==> src/rtl/hazard_scoreboard_pkg.sv <==
// Shared pipeline package for the hazard scoreboard: register index width,
// default sizing constants and the issue-control FSM state encoding.
package hazard_scoreboard_pkg;

  localparam int REG_W      = 5;
  localparam int NREG_DEF   = 32;
  localparam int CNT_W_DEF  = 2;
  localparam int PERF_W_DEF = 8;

  typedef enum logic [1:0] {
    ST_RUN    = 2'd0,
    ST_DRAIN  = 2'd1,
    ST_HALTED = 2'd2
  } sb_state_e;

endpackage

==> src/rtl/hazard_scoreboard_sb_counter_bank.sv <==
// sb_counter_bank: one pending-write counter per architectural register.
// Register 0 is hard-wired to zero. A simultaneous increment and decrement
// of the same register cancel out. A decrement of a zero counter leaves it
// at zero and is reported on o_dec_err (writes to register 0 are ignored).
module sb_counter_bank
  import hazard_scoreboard_pkg::*;
#(
  parameter int NREG  = NREG_DEF,
  parameter int CNT_W = CNT_W_DEF
) (
  input  logic                        clk,
  input  logic                        rst,
  input  logic                        i_inc_en,
  input  logic [REG_W-1:0]            i_inc_idx,
  input  logic                        i_dec_en,
  input  logic [REG_W-1:0]            i_dec_idx,
  output logic [NREG-1:0][CNT_W-1:0]  o_pend,
  output logic                        o_all_zero,
  output logic                        o_dec_err
);

  genvar gi;
  generate
    for (gi = 0; gi < NREG; gi++) begin : g_cnt
      logic             w_inc;
      logic             w_dec;
      logic [CNT_W-1:0] r_cnt;

      assign w_inc = i_inc_en && (i_inc_idx == REG_W'(gi));
      assign w_dec = i_dec_en && (i_dec_idx == REG_W'(gi));

      // Per-register counter; register 0 is never tracked
      always_ff @(posedge clk) begin
        if (rst || (gi == 0)) begin
          r_cnt <= '0;
        end else if (w_inc && !w_dec) begin
          r_cnt <= r_cnt + CNT_W'(1);
        end else if (w_dec && !w_inc && (r_cnt != '0)) begin
          r_cnt <= r_cnt - CNT_W'(1);
        end
      end

      assign o_pend[gi] = r_cnt;
    end
  endgenerate

  assign o_all_zero = (o_pend == '0);
  assign o_dec_err  = i_dec_en && (i_dec_idx != '0) && (o_pend[i_dec_idx] == '0);

endmodule

==> src/rtl/hazard_scoreboard.sv <==
// hazard_scoreboard: in-order issue scoreboard with per-register pending
// write counters, a RUN/DRAIN/HALTED issue FSM, a saturating stall counter
// and a sticky writeback-underflow error flag.
// Optional feature macro: HAZARD_WB_BYPASS_EN -- a source operand whose only
// pending write retires this very cycle is not treated as a hazard
// (write-through register file).
module hazard_scoreboard
  import hazard_scoreboard_pkg::*;
#(
  parameter int NREG   = NREG_DEF,
  parameter int CNT_W  = CNT_W_DEF,
  parameter int PERF_W = PERF_W_DEF
) (
  input  logic              clk,
  input  logic              rst,
  input  logic              id_valid,
  input  logic [REG_W-1:0]  id_rs,
  input  logic [REG_W-1:0]  id_rt,
  input  logic              id_rt_used,
  input  logic              id_wb,
  input  logic [REG_W-1:0]  id_rd,
  input  logic              wb_en,
  input  logic [REG_W-1:0]  wb_rd,
  input  logic              halt_req,
  output logic              issue,
  output logic              stall,
  output logic              halted,
  output logic [PERF_W-1:0] stall_cnt,
  output logic              sb_err
);

  sb_state_e               r_state;
  logic [PERF_W-1:0]       r_stall_cnt;
  logic                    r_sb_err;

  logic [NREG-1:0][CNT_W-1:0] w_pend;
  logic                    w_all_zero;
  logic                    w_dec_err;
  logic [CNT_W-1:0]        w_pend_rs;
  logic [CNT_W-1:0]        w_pend_rt;
  logic [CNT_W-1:0]        w_pend_rd;
  logic                    w_rs_byp;
  logic                    w_rt_byp;
  logic                    w_rs_haz;
  logic                    w_rt_haz;
  logic                    w_rd_full;
  logic                    w_hazard;
  logic                    w_issue;
  logic                    w_inc_en;

  sb_counter_bank #(
    .NREG  (NREG),
    .CNT_W (CNT_W)
  ) u_bank (
    .clk        (clk),
    .rst        (rst),
    .i_inc_en   (w_inc_en),
    .i_inc_idx  (id_rd),
    .i_dec_en   (wb_en),
    .i_dec_idx  (wb_rd),
    .o_pend     (w_pend),
    .o_all_zero (w_all_zero),
    .o_dec_err  (w_dec_err)
  );

  assign w_pend_rs = w_pend[id_rs];
  assign w_pend_rt = w_pend[id_rt];
  assign w_pend_rd = w_pend[id_rd];

`ifdef HAZARD_WB_BYPASS_EN
  // The last outstanding write lands this cycle and is visible to the read
  assign w_rs_byp = wb_en && (wb_rd == id_rs) && (w_pend_rs == CNT_W'(1));
  assign w_rt_byp = wb_en && (wb_rd == id_rt) && (w_pend_rt == CNT_W'(1));
`else
  assign w_rs_byp = 1'b0;
  assign w_rt_byp = 1'b0;
`endif

  assign w_rs_haz  = (id_rs != '0) && (w_pend_rs != '0) && !w_rs_byp;
  assign w_rt_haz  = id_rt_used && (id_rt != '0) && (w_pend_rt != '0) && !w_rt_byp;
  // A full destination counter cannot accept another in-flight write
  assign w_rd_full = id_wb && (id_rd != '0) && (w_pend_rd == '1);
  assign w_hazard  = w_rs_haz || w_rt_haz || w_rd_full;

  // A halt request blocks issue even for a hazard-free instruction
  assign w_issue  = !rst && id_valid && (r_state == ST_RUN) && !halt_req && !w_hazard;
  assign w_inc_en = w_issue && id_wb && (id_rd != '0);

  assign issue     = w_issue;
  assign stall     = !rst && id_valid && !w_issue;
  assign halted    = !rst && (r_state == ST_HALTED);
  assign stall_cnt = r_stall_cnt;
  assign sb_err    = r_sb_err;

  // Issue-control FSM: stop issuing on halt, wait for writes to drain
  always_ff @(posedge clk) begin
    if (rst) begin
      r_state <= ST_RUN;
    end else begin
      case (r_state)
        ST_RUN: begin
          if (halt_req) r_state <= ST_DRAIN;
        end
        ST_DRAIN: begin
          if (!halt_req)       r_state <= ST_RUN;
          else if (w_all_zero) r_state <= ST_HALTED;
        end
        ST_HALTED: begin
          if (!halt_req) r_state <= ST_RUN;
        end
        default: r_state <= ST_RUN;
      endcase
    end
  end

  // Saturating stall-cycle counter and sticky writeback-underflow flag
  always_ff @(posedge clk) begin
    if (rst) begin
      r_stall_cnt <= '0;
      r_sb_err    <= 1'b0;
    end else begin
      if (stall && (r_stall_cnt != '1)) r_stall_cnt <= r_stall_cnt + PERF_W'(1);
      if (w_dec_err) r_sb_err <= 1'b1;
    end
  end

endmodule
==> config.mk <==
export PLATFORM = sky130hd
export DESIGN_NAME = hazard_scoreboard
export DESIGN_NICKNAME = d
export VERILOG_FILES = /design/src/rtl/hazard_scoreboard_pkg.sv /design/src/rtl/hazard_scoreboard_sb_counter_bank.sv /design/src/rtl/hazard_scoreboard.sv
export SDC_FILE = /design/constraint.sdc
export NUM_CORES = 1
export LEC_CHECK = 0
export BUFFER_PORTS_ARGS = -buffer_cell sky130_fd_sc_hd__buf_2
export CAP_MARGIN = 15
export CORE_MARGIN = 2
export CORE_UTILIZATION = 45
export DETAILED_ROUTE_END_ITERATION = 6
export SYNTH_ARGS = -nofsm -noshare
export SYNTH_HDL_FRONTEND = slang
export SYNTH_SLANG_ARGS = --single-unit
==> constraint.sdc <==
create_clock -name clk -period 2.3 [get_ports clk]
set_input_delay 0.23 -clock clk [delete_from_list [all_inputs] [get_ports clk]]
set_output_delay 0.23 -clock clk [all_outputs]
set_load 0.1 [all_outputs]
==> results of run 1 <==
-- power groups by stage --
| stage | clock (mW) | combinational [mW] | sequential [mW] |
|---|---|---|---|
| after floorplan | 0 | 0.366 | 1.33 |
| after global placement | 0 | 0.644 | 1.30 |
| after detailed placement | 0 | 0.657 | 1.30 |
| after CTS | 1.48 | 0.795 | 1.27 |
| after global routing | 1.54 | 0.898 | 1.27 |
| final | 1.48 | 0.863 | 1.27 |
-- layout make-up --
| class | count | share of cell area (%) |
|---|---|---|
| Clock buffer | 9 | 2.14 |
| Clock inverter | 7 | 0.677 |
| Inverter | 25 | 0.962 |
| Multi-Input combinational cell | 690 | 53.8 |
| Sequential cell | 73 | 14.5 |
| Tap cell | 184 | 2.19 |
| Timing Repair Buffer | 306 | 25.7 |
-- worst max-delay path by stage --
stage,slack (ns),to,from
floorplan,-0.35,stall,id_rd[0]
CTS,-0.37,issue,u_bank.g_cnt[16].r_cnt[1]$_SDFFE_PP0P_
detailed placement,-0.69,u_bank.g_cnt[10].r_cnt[0]$_SDFFE_PP0P_,id_rd[0]
finish,-0.44,u_bank.g_cnt[21].r_cnt[0]$_SDFFE_PP0P_,u_bank.g_cnt[23].r_cnt[0]$_SDFFE_PP0P_
global placement,-0.68,u_bank.g_cnt[10].r_cnt[0]$_SDFFE_PP0P_,u_bank.g_cnt[11].r_cnt[0]$_SDFFE_PP0P_
global route,-0.47,issue,u_bank.g_cnt[17].r_cnt[0]$_SDFFE_PP0P_
-- flip-flops by register name (all words and copies together) (netlist names) --
register            flops
stall_cnt               8
sb_err                  1
u_bank.g_cnt.r_cnt     62
r_state                 2
-- metrics by stage --
step	std cells	power [mW]	hold slack [ns]
floorplan	849	1.69	0.376
global placement	1222	1.95	0.454
detailed placement	1222	1.96	0.469
CTS	1285	3.55	0.151
global route	1294	3.70	0.164
finish	1294	3.60	0.150
-- routing by layer --
metal	global-route usage, %	share of wire [%]	vias up
li1	-	-	3805
met1	47.0	38	4175
met2	63.7	46	512
met3	7.32	8.1	147
met4	26.0	7.6	0
met5	0	0	-
-- cells in the mapped netlist, types with 6 or more instances --
library cell  instances
or3_1                 7
nand3_1              37
nor2_1              104
o21bai_1              9
o21ai_0              28
a31oi_1               8
a221oi_1             10
nor3_1               28
nand2_1              98
buf_6                 7
mux4_1                6
a21oi_1              29
nor2b_1              15
buf_4                 8
nand4_1              22
o211ai_1             13
clkbuf_1             30
buf_2                13
a211oi_1             12
or4_1                10
a41oi_1               7
mux2_2                7
and2_1                6
dfxtp_1              73
inv_1                23
mux2i_1               9
o31ai_1               6
o21a_1                7
nor4_1               21
and4_1                8
nor4b_1               6
and3_1               18
o32ai_1               6
nand2b_1             17
o2111ai_1            16
mux4_2               21
a311oi_1              8
-- worst max-delay path, cell delays in order (launching register included) --
cell and delay (ns):
dfxtp_2 0.34, nor2_4 0.18, a21oi_2 0.09, mux4_2 0.49, a22oi_2 0.27, buf_4 0.19, buf_6 0.09, nand3_4 0.12
or4_4 0.49, a31o_2 0.26, a21oi_1 0.14
-- logic make-up after synthesis --
family                   after synthesis  share of synthesized area (%)
buffers and inverters                 89                           6.88
AND/OR/NAND/NOR                      427                           34.2
multiplexers                          43                           12.1
XOR/XNOR                               3                          0.397
flip-flops                            73                           22.1
adder cells (fa/ha/maj)                1                          0.189
AO/OA/AOI/OAI                        213                           24.2
-- timing repair --
| action | in CTS | in global routing |
|---|---|---|
| resized for setup | 216 | 67 |
| buffers inserted | 46 | 8 |
| cloned | 5 | 3 |
| endpoints found under the setup margin | 72 | 73 |
| pin swaps | 85 | 54 |
==> qor.txt, run 1 <==
Netlist Area Pre-Place -> 6620 µm²
antenna viol nets, final -> 0
WP data arrival -> 3.01 ns
largest net degree at the start of global routing -> 77
Avg Cell Area, Syn -> 7.80 µm²
number of global-route vias before repair -> 8536
register area -> 1530 µm²
Clock transition at path regs -> 0.07 ns
Post-DP HPWL -> 22500 µm
Hold Path Origin -> halt_req
fin. max-slew vios -> 0
Post-Route WL -> 31200 µm
RR Endpoint -> u_bank.g_cnt[21].r_cnt[0]$_SDFFE_PP0P_
Comb pwr share -> 23.9%
Net Switching -> 1.15 mW
Antenna Cells -> 0
gpl congestion -> 1.01
Least-Margin Pin Slew -> 1.14 ns
Final Util -> 72.8%
Die H -> 125 µm
synth warn -> 0
kind of critical path -> reg -> reg
Port Buffers -> 38
status -> finished, violations left
Synth Flop Type -> dfxtp_1
switching share of power -> 32.0%
Clock Power Share -> 40.9%
top cells by area, synth -> dfxtp_1 22%, mux4_2 7.1%, nor2_1 5.9%
most frequent cells in the layout -> 201 x buf_4, 96 x nand2_1, 82 x nor2_1, 41 x buf_6
io pins -> 39
core box area -> 14500 µm²
latest clock arrival within the worst-skew pair -> 0.35 ns
Leak -> 4.03 nW
via count -> 8639
Final nets -> 1133
Initial Util -> 45.7%
Setup WS post-layout -> -0.445 ns
CTS Root Cell -> clkbuf_16
area of the multi-input gates -> 5660 µm²
Critical Path Source Type -> register
# DRC -> 0
initial antenna violation count -> 0
Post-synth ARST share -> 0%
RSZ-0062 raised after global routing -> true
post-synthesis net count -> 877
FP Rows -> 44
final setup TNS -> -18.77 ns
CTS H-tree lvls -> 3
Max-slew headroom -> 24.1%
Worst Skew -> 0.0104 ns
Final setup viols -> 72
register area share after synthesis -> 22.1%
CTS Sinks -> 73
Layout area overhead -> 59.1%
cell area after layout -> 10500 µm²
Fmax -> 364 MHz
R2R Setup Slk -> -0.44 ns
DP Area -> 8570 µm²
Synth Instances -> 849
CTS Hold Buffers Added -> 0
Die X -> 125 µm
Worst Hold Path EP -> r_state[1]$_SDFFE_PP0P_
failing checks -> setup timing
Post-synth EDFFs -> 0
Yosys reg bits -> 73
worst-path fanout max -> 4
worst flop-to-flop path startpoint -> u_bank.g_cnt[23].r_cnt[0]$_SDFFE_PP0P_
crit path capture type -> register
share of layout cells above drive strength 1 -> 50.5%
GR Overflow Total -> 0
commonest non-fill, non-tap cell in the layout -> buf_4
Final min period -> 2.74 ns
count of different cell masters after synthesis -> 85
pwr dens -> 342 nW/µm²
vias per inst -> 6.68
fillers -> 1099
Worst R2R Path Depth -> 10
CTS tree -> done
HP Class -> in -> reg
first-pass GRT wire length -> 48000 µm
area share of the largest cell type after synthesis -> 22.1%
Clock Tree Buf Depth -> 2
post-synth top area cell -> dfxtp_1
routed length per instance -> 24.1 µm
DRT iter0 DRCs -> 849
DIE AREA -> 15700 µm²
global-route usage over all layers -> 39.1%
DRT Pass-1 Iters -> 5
Num CTS Buffers -> 9
Max-Cap Viols -> 0
period utilization -> 119%
worst slack at placement -> -0.691 ns
peak supply drop -> 0.326 mV
Internal Power -> 2.45 mW
Req. time, crit path -> 2.57 ns
Worst Hold Depth -> 2
Final Hold Fails -> 0
share of power burned in registers -> 35.1%
Power figures use the tool's default switching activity.
==> inputs of run 2 (changes only) <==
CORE_UTILIZATION = 30   (was 45)
SLEW_MARGIN = 15   (was default)
clock period = 3.4 ns   (was 2.3 ns; I/O delays follow)
==> run 2 against run 1 <==
Effect of this change: the run now ends clean; sequential power shrank 32%; routed wire length shrank 21%; worst hold slack gained 0.11 ns; highest routed layer is now met5; non-clock buffer count shrank 226; total power shrank 35%; register-to-register slack gained 0.75 ns; clock power shrank 25%; clock-buffer cell count grew 3; cell count shrank 10%; die area grew 48%; largest power group unchanged.
==> qor.txt, run 2 (synthesized netlist as in run 1, its figures left out) <==
Setup WS post-layout -> 0.100 ns (+0.545 ns)
core box area -> 21800 µm² (+50%)
antenna viol nets, final -> 0 (unchanged)
dpl cells -> 1145 (-6.3%)
smallest hold slack -> 0.260 ns (+0.110 ns)
global-route usage over all layers -> 20.8% (-18 points)
peak supply drop -> 0.190 mV (-42%)
DRT Pass-1 Iters -> 5 (unchanged)
CTS Sinks -> 73 (unchanged)
Post-DP HPWL -> 18300 µm (-18%)
crit path capture type -> primary output
latest clock arrival within the worst-skew pair -> 0.36 ns (about the same)
share of layout cells above drive strength 1 -> 18.6% (-32 points)
worst-path fanout max -> 9 (+5)
Clock Tree Buf Depth -> 2 (unchanged)
Final min period -> 3.30 ns
RSZ-0062 raised after global routing -> false
post-route insts no fill -> 1161 (-10%)
Least-Margin Pin Slew -> 0.856 ns (-0.283 ns)
Fmax -> 303 MHz
Initial Util -> 30.4% (-15 points)
Final Util -> 34.7% (-38 points)
initial antenna violation count -> 1 (+1)
HP Class -> in -> reg
Max-slew headroom -> 42.7% (+19 points)
most frequent cells in the layout -> 99 x nor2_1, 98 x nand2_1, 73 x dfxtp_1
Crit path depth -> 9 (-1)
routed length per instance -> 21.3 µm (-12%)
Die X -> 153 µm (+22%)
PostCTS Resize Cnt -> 0 (-100%)
gpl congestion -> 0.996 (-1.5%)
Critical Path Source Type -> register
fin. max-slew vios -> 0 (unchanged)
period utilization -> 97.0%
WP data arrival -> 2.96 ns (-0.05 ns)
max reg flops -> 62 (unchanged)
CTS H-tree lvls -> 3 (unchanged)
Final setup viols -> 0 (-100%)
worst slack at placement -> 0.203 ns (+0.894 ns)
Biggest register -> u_bank.g_cnt.r_cnt
Worst R2R Path Depth -> 9 (-1)
final setup TNS -> 0 ns (+18.77 ns)
kind of critical path -> reg -> out
Max-Cap Viols -> 0 (unchanged)
total power -> 2.34 mW (-35%)
fillers -> 2305 (+110%)
GR Overflow Total -> 0 (unchanged)
CP cell instances -> nor2_1, mux2_2, o221ai_1, o2111ai_1, o21a_1, nand3_2, inv_2, buf_4, buf_12
status -> finished, final reports clean
CTS Hold Buffers Added -> 0 (unchanged)
number of global-route vias before repair -> 6495 (-24%)
first-pass GRT wire length -> 38400 µm (-20%)
via count -> 7257 (-16%)
largest net degree at the start of global routing -> 49 (-36%)
CTS tree -> done
Leak -> 2.62 nW (-35%)
vias per inst -> 6.25 (-6.4%)
Final Hold Fails -> 0 (unchanged)
Port Buffers -> 38 (unchanged)
Top Family by Delay on Critical Path -> compound AO/OA/AOI/OAI gates
R2R Setup Slk -> 0.31 ns (+0.75 ns)
CP max stage cell -> nor2_1
Final nets -> 904 (-20%)
Antenna Cells -> 0 (unchanged)
DRT iter0 DRCs -> 785 (-7.5%)
CP Buf/Inv Count -> 3 (+1)
area of the multi-input gates -> 4730 µm² (-16%)
io pins -> 39 (unchanged)
# DRC -> 0 (unchanged)
cell area after layout -> 7560 µm² (-28%)
Clock transition at path regs -> 0.06 ns (about the same)
Post-Route WL -> 24700 µm (-21%)
Die H -> 153 µm (+22%)
DP Area -> 7210 µm² (-16%)
FP Rows -> 54 (+23%)
Req. time, crit path -> 3.06 ns (+0.49 ns)
Num CTS Buffers -> 9 (unchanged)
CTS Root Cell -> clkbuf_16
Worst Skew -> 0.00995 ns (-0.000451 ns)
Layout area overhead -> 14.2%
commonest non-fill, non-tap cell in the layout -> nor2_1
pwr dens -> 309 nW/µm² (-9.6%)
DIE AREA -> 23300 µm² (+48%)
Worst Hold Depth -> 2 (unchanged)
postcts setup bufs -> 0 (-100%)
register area -> 1460 µm² (-4.7%)
Max stage delay on crit path -> 0.41 ns (-0.08 ns)
## run 2: cell types whose count changed in the layout (fill, tap and decap cells not counted), moves of 12 or more
cell,previous run,this run
buf_6,41,0
nor2_1,82,99
nor4_1,9,21
dfxtp_1,32,73
o21ai_0,11,28
nor4_4,17,5
buf_4,201,37
o21ai_1,15,1
dfxtp_2,33,0
## run 2: per-layer routing
layer	GRT usage [%]	part of all wire, %
met2	30.2	43
met3	4.12	9.6
met5	0	0.028
met1	30.1	44
met4	8.07	3.1
## run 2: layout make-up
cell class / instances / area share, %
multi-input combinational: 687 / 62.6
sequential: 73 / 19.3
timing repair buffer: 80 / 7.71
tap: 280 / 4.63
clock buffer: 12 / 3.53
inverter: 25 / 1.24
clock inverter: 4 / 0.976
## run 2: path summary, 6_finish.rpt
path	from	endpoint
worst min register to register	sb_err$_SDFFE_PP0P_	sb_err$_SDFFE_PP0P_
worst max register to register	u_bank.g_cnt[29].r_cnt[1]$_SDFFE_PP0P_	u_bank.g_cnt[4].r_cnt[0]$_SDFFE_PP0P_
worst max-delay path	u_bank.g_cnt[29].r_cnt[1]$_SDFFE_PP0P_	issue
worst min-delay path	halt_req	r_state[1]$_SDFFE_PP0P_
## run 2: worst reg2reg max path: stages, from the launching register on
cell and delay (ns):
dfxtp_1 0.34, nor2_1 0.41, mux2_2 0.28, o221ai_1 0.11, o2111ai_1 0.36, o21ai_4 0.28
buf_4 0.26, nor4_1 0.61, a22oi_1 0.17, nand2b_1 0.17
## run 2: report_power, final
part / internal [mW] / leakage (nW) / total (mW) / switching [mW]
Sequential: 0.859 / 0.588 / 0.864 / 0.00454
Clock: 0.703 / 0.169 / 1.11 / 0.403
Combinational: 0.106 / 1.86 / 0.368 / 0.262
==> inputs of run 3 (changes only) <==
SYNTH_HIERARCHICAL = 1   (was default)
==> run 3 against run 2 <==
Effect of this change: synthesized cell count decreased by 8.5%; global-route usage rose by 0.69 points; via count shrank 3.0%; sequential share of layout area rose by 0.41 points; critical endpoint is now u_bank/g_cnt[22].r_cnt[1]$_SDFFE_PP0P_; largest cell class unchanged.
==> qor.txt, run 3 <==
status -> finished, final reports clean
latest clock arrival within the worst-skew pair -> 0.36 ns (about the same)
crit path capture type -> register
synth warn -> 6 (+6)
DIE AREA -> 20500 µm² (-12%)
largest net degree at the start of global routing -> 74 (+51%)
CP endpoint -> u_bank/g_cnt[22].r_cnt[1]$_SDFFE_PP0P_
Antenna Cells -> 0 (unchanged)
Worst Skew -> 0.00930 ns (-0.000651 ns)
antenna viol nets, final -> 0 (unchanged)
Req. time, crit path -> 3.60 ns (+0.54 ns)
Crit. Startpoint -> u_bank/g_cnt[8].r_cnt[0]$_SDFFE_PP0P_
Final setup viols -> 0 (unchanged)
DRT Pass-1 Iters -> 5 (unchanged)
Clock transition at path regs -> 0.06 ns (about the same)
commonest non-fill, non-tap cell in the layout -> buf_4
Max-Cap Viols -> 0 (unchanged)
GR Overflow Total -> 0 (unchanged)
Die X -> 143 µm (-6.1%)
period utilization -> 99.1% (+2.1 points)
gpl congestion -> 0.993 (-0.32%)
Yosys reg bits -> 73 (unchanged)
first-pass GRT wire length -> 34000 µm (-12%)
CTS Sinks -> 73 (unchanged)
R2R Setup Slk -> 0.03 ns (-0.28 ns)
Fmax -> 297 MHz (-2.1%)
vias per inst -> 6.12 (-2.0%)
Max stage delay on crit path -> 0.54 ns (+0.13 ns)
area share of the largest cell type after synthesis -> 25.1% (+3.0 points)
post-synth top area cell -> dfxtp_1
RR Endpoint -> u_bank/g_cnt[22].r_cnt[1]$_SDFFE_PP0P_
Leak -> 2.66 nW (+1.4%)
CP cell instances -> nor3_2, a21oi_1, o211ai_1, o2111ai_1, or4b_1, or3_4, nor2_4, buf_6, nand4b_1, a211oi_1, buf_4, and3_1, nor4_1
fillers -> 2020 (-12%)
Avg Cell Area, Syn -> 7.50 µm² (-3.9%)
total power -> 2.21 mW (-5.3%)
Crit path depth -> 13 (+4)
Synth Instances -> 777 (-8.5%)
Netlist Area Pre-Place -> 5820 µm² (-12%)
Final Util -> 39.4% (+4.6 points)
final setup TNS -> 0 ns (unchanged)
# DRC -> 0 (unchanged)
count leader, synth -> a211oi_1
Layout area overhead -> 27.8%
core box area -> 18900 µm² (-13%)
Post-Route WL -> 22800 µm (-7.9%)
fin. max-slew vios -> 0 (unchanged)
CTS H-tree lvls -> 3 (unchanged)
top cells by area, synth -> dfxtp_1 25%, a211oi_1 11%, nor2_1 5.1%
dpl cells -> 1134 (-0.96%)
Post-DP HPWL -> 16300 µm (-11%)
worst flop-to-flop path startpoint -> u_bank/g_cnt[8].r_cnt[0]$_SDFFE_PP0P_
post-route insts no fill -> 1150 (-0.95%)
Synth Flop Type -> dfxtp_1
count of different cell masters after synthesis -> 66 (-22%)
DRT iter0 DRCs -> 879 (+12%)
CTS tree -> done
Max-slew headroom -> 38.1% (-4.6 points)
max reg flops -> 62 (unchanged)
Top Family by Delay on Critical Path -> simple AND/OR/NAND/NOR gates
CP Buf/Inv Count -> 2 (-1)
register area share after synthesis -> 25.1% (+3.0 points)
Final nets -> 913 (+1.0%)
smallest hold slack -> 0.264 ns (+0.00475 ns)
io pins -> 39 (unchanged)
share of layout cells above drive strength 1 -> 24.8% (+6.2 points)
CP max stage cell -> or4b_1
pwr dens -> 298 nW/µm² (-3.8%)
Num CTS Buffers -> 9 (unchanged)
CTS Root Cell -> clkbuf_16
most frequent cells in the layout -> 107 x buf_4, 76 x nor2_1, 76 x a211oi_1, 67 x dfxtp_1, 54 x nor3_1
Final Hold Fails -> 0 (unchanged)
top cells by count, synth -> 85 x a211oi_1, 79 x nor2_1, 73 x dfxtp_1, 57 x nor3_1, 51 x a21oi_1
Critical Path Source Type -> register
Post-synth ARST share -> 0% (unchanged)
FP Rows -> 50 (-7.4%)
routed length per instance -> 19.8 µm (-7.0%)
Port Buffers -> 38 (unchanged)
Clock Tree Buf Depth -> 2 (unchanged)
peak supply drop -> 0.256 mV (+35%)
worst-path fanout max -> 5 (-4)
postcts setup bufs -> 0 (unchanged)
kind of critical path -> reg -> reg
WP data arrival -> 3.57 ns (+0.61 ns)
HP Class -> in -> reg
via count -> 7042 (-3.0%)
Post-synth EDFFs -> 0 (unchanged)
RSZ-0062 raised after global routing -> true
Die H -> 143 µm (-6.1%)
initial antenna violation count -> 0 (-1)
number of global-route vias before repair -> 6190 (-4.7%)
Worst R2R Path Depth -> 13 (+4)
Initial Util -> 30.8% (+0.39 points)
Final min period -> 3.37 ns (+0.0700 ns)
global-route usage over all layers -> 21.5% (+0.69 points)
Biggest register -> u_bank/g_cnt.r_cnt
Least-Margin Pin Slew -> 0.927 ns (+0.0703 ns)
[run 3: metal layers]
metal	track usage [%]	part of all wire (%)
met5	0	0
met3	5.66	10
met2	32.6	43
met4	6.91	3.2
met1	29.7	43
[run 3: cell type report]
class / count / area (µm²) / area share (%)
inverter: 26 / 103 / 1.38
timing repair buffer: 149 / 1060 / 14.3
multi-input combinational: 626 / 4180 / 56.2
tap: 260 / 325 / 4.37
sequential: 73 / 1470 / 19.7
clock inverter: 6 / 67.6 / 0.908
clock buffer: 10 / 229 / 3.08
[run 3: how the worst min path moves through the flow]
| stage | slack (ns) | depth (start not counted) | endpoint | start |
|---|---|---|---|---|
| after floorplan | 0.43 | 1 | r_state[0]$_SDFFE_PP0P_ | r_state[1]$_SDFFE_PP0P_ |
| after detailed placement | 0.45 | 1 | r_state[0]$_SDFFE_PP0P_ | r_state[1]$_SDFFE_PP0P_ |
| final | 0.26 | 3 | r_state[1]$_SDFFE_PP0P_ | halt_req |
| after global placement | 0.45 | 1 | r_state[0]$_SDFFE_PP0P_ | r_state[1]$_SDFFE_PP0P_ |
| after global routing | 0.28 | 3 | r_state[1]$_SDFFE_PP0P_ | halt_req |
| after CTS | 0.26 | 3 | r_state[1]$_SDFFE_PP0P_ | halt_req |
[run 3: cells by family (layout without fill, tap and decap cells)]
logic type,after synthesis,after routing,share of synthesized area [%]
muxes,13,13,3.76
and+or+nand+nor,362,362,35.4
adders and majority gates,1,1,0.215
other,1,2,0.0644
buffers and inverters,79,191,6.10
DFF,73,73,25.1
AOI/OAI and AO/OA,248,248,29.3
[run 3: tightest hold or removal path: cells and delay by family]
kind            cells  cell delay [ns]
compound gates      1             0.05
buf+inv             1             0.10
simple gates        1             0.08
[run 3: report_power, final]
part	switching (mW)	total, mW	internal (mW)	leakage, nW
clock	0.416	0.987	0.571	0.139
combinational	0.249	0.359	0.110	1.92
sequential	0.00648	0.868	0.862	0.592
[run 3: through the flow]
step	worst slack [ns]	cell area, µm²
global placement	-0.368	6950
CTS	-0.0281	7280
finish	0.0303	7440
global route	-0.0500	7440
detailed placement	-0.453	6950
floorplan	-0.0124	5830
[run 3: what timing repair did]
item                                    in CTS  in global routing
pin swaps                                    2                 21
gates cloned                                 0                  1
hold buffers                                 0                  0
endpoints found under the setup margin      25                 63
resized for setup                            5                 45
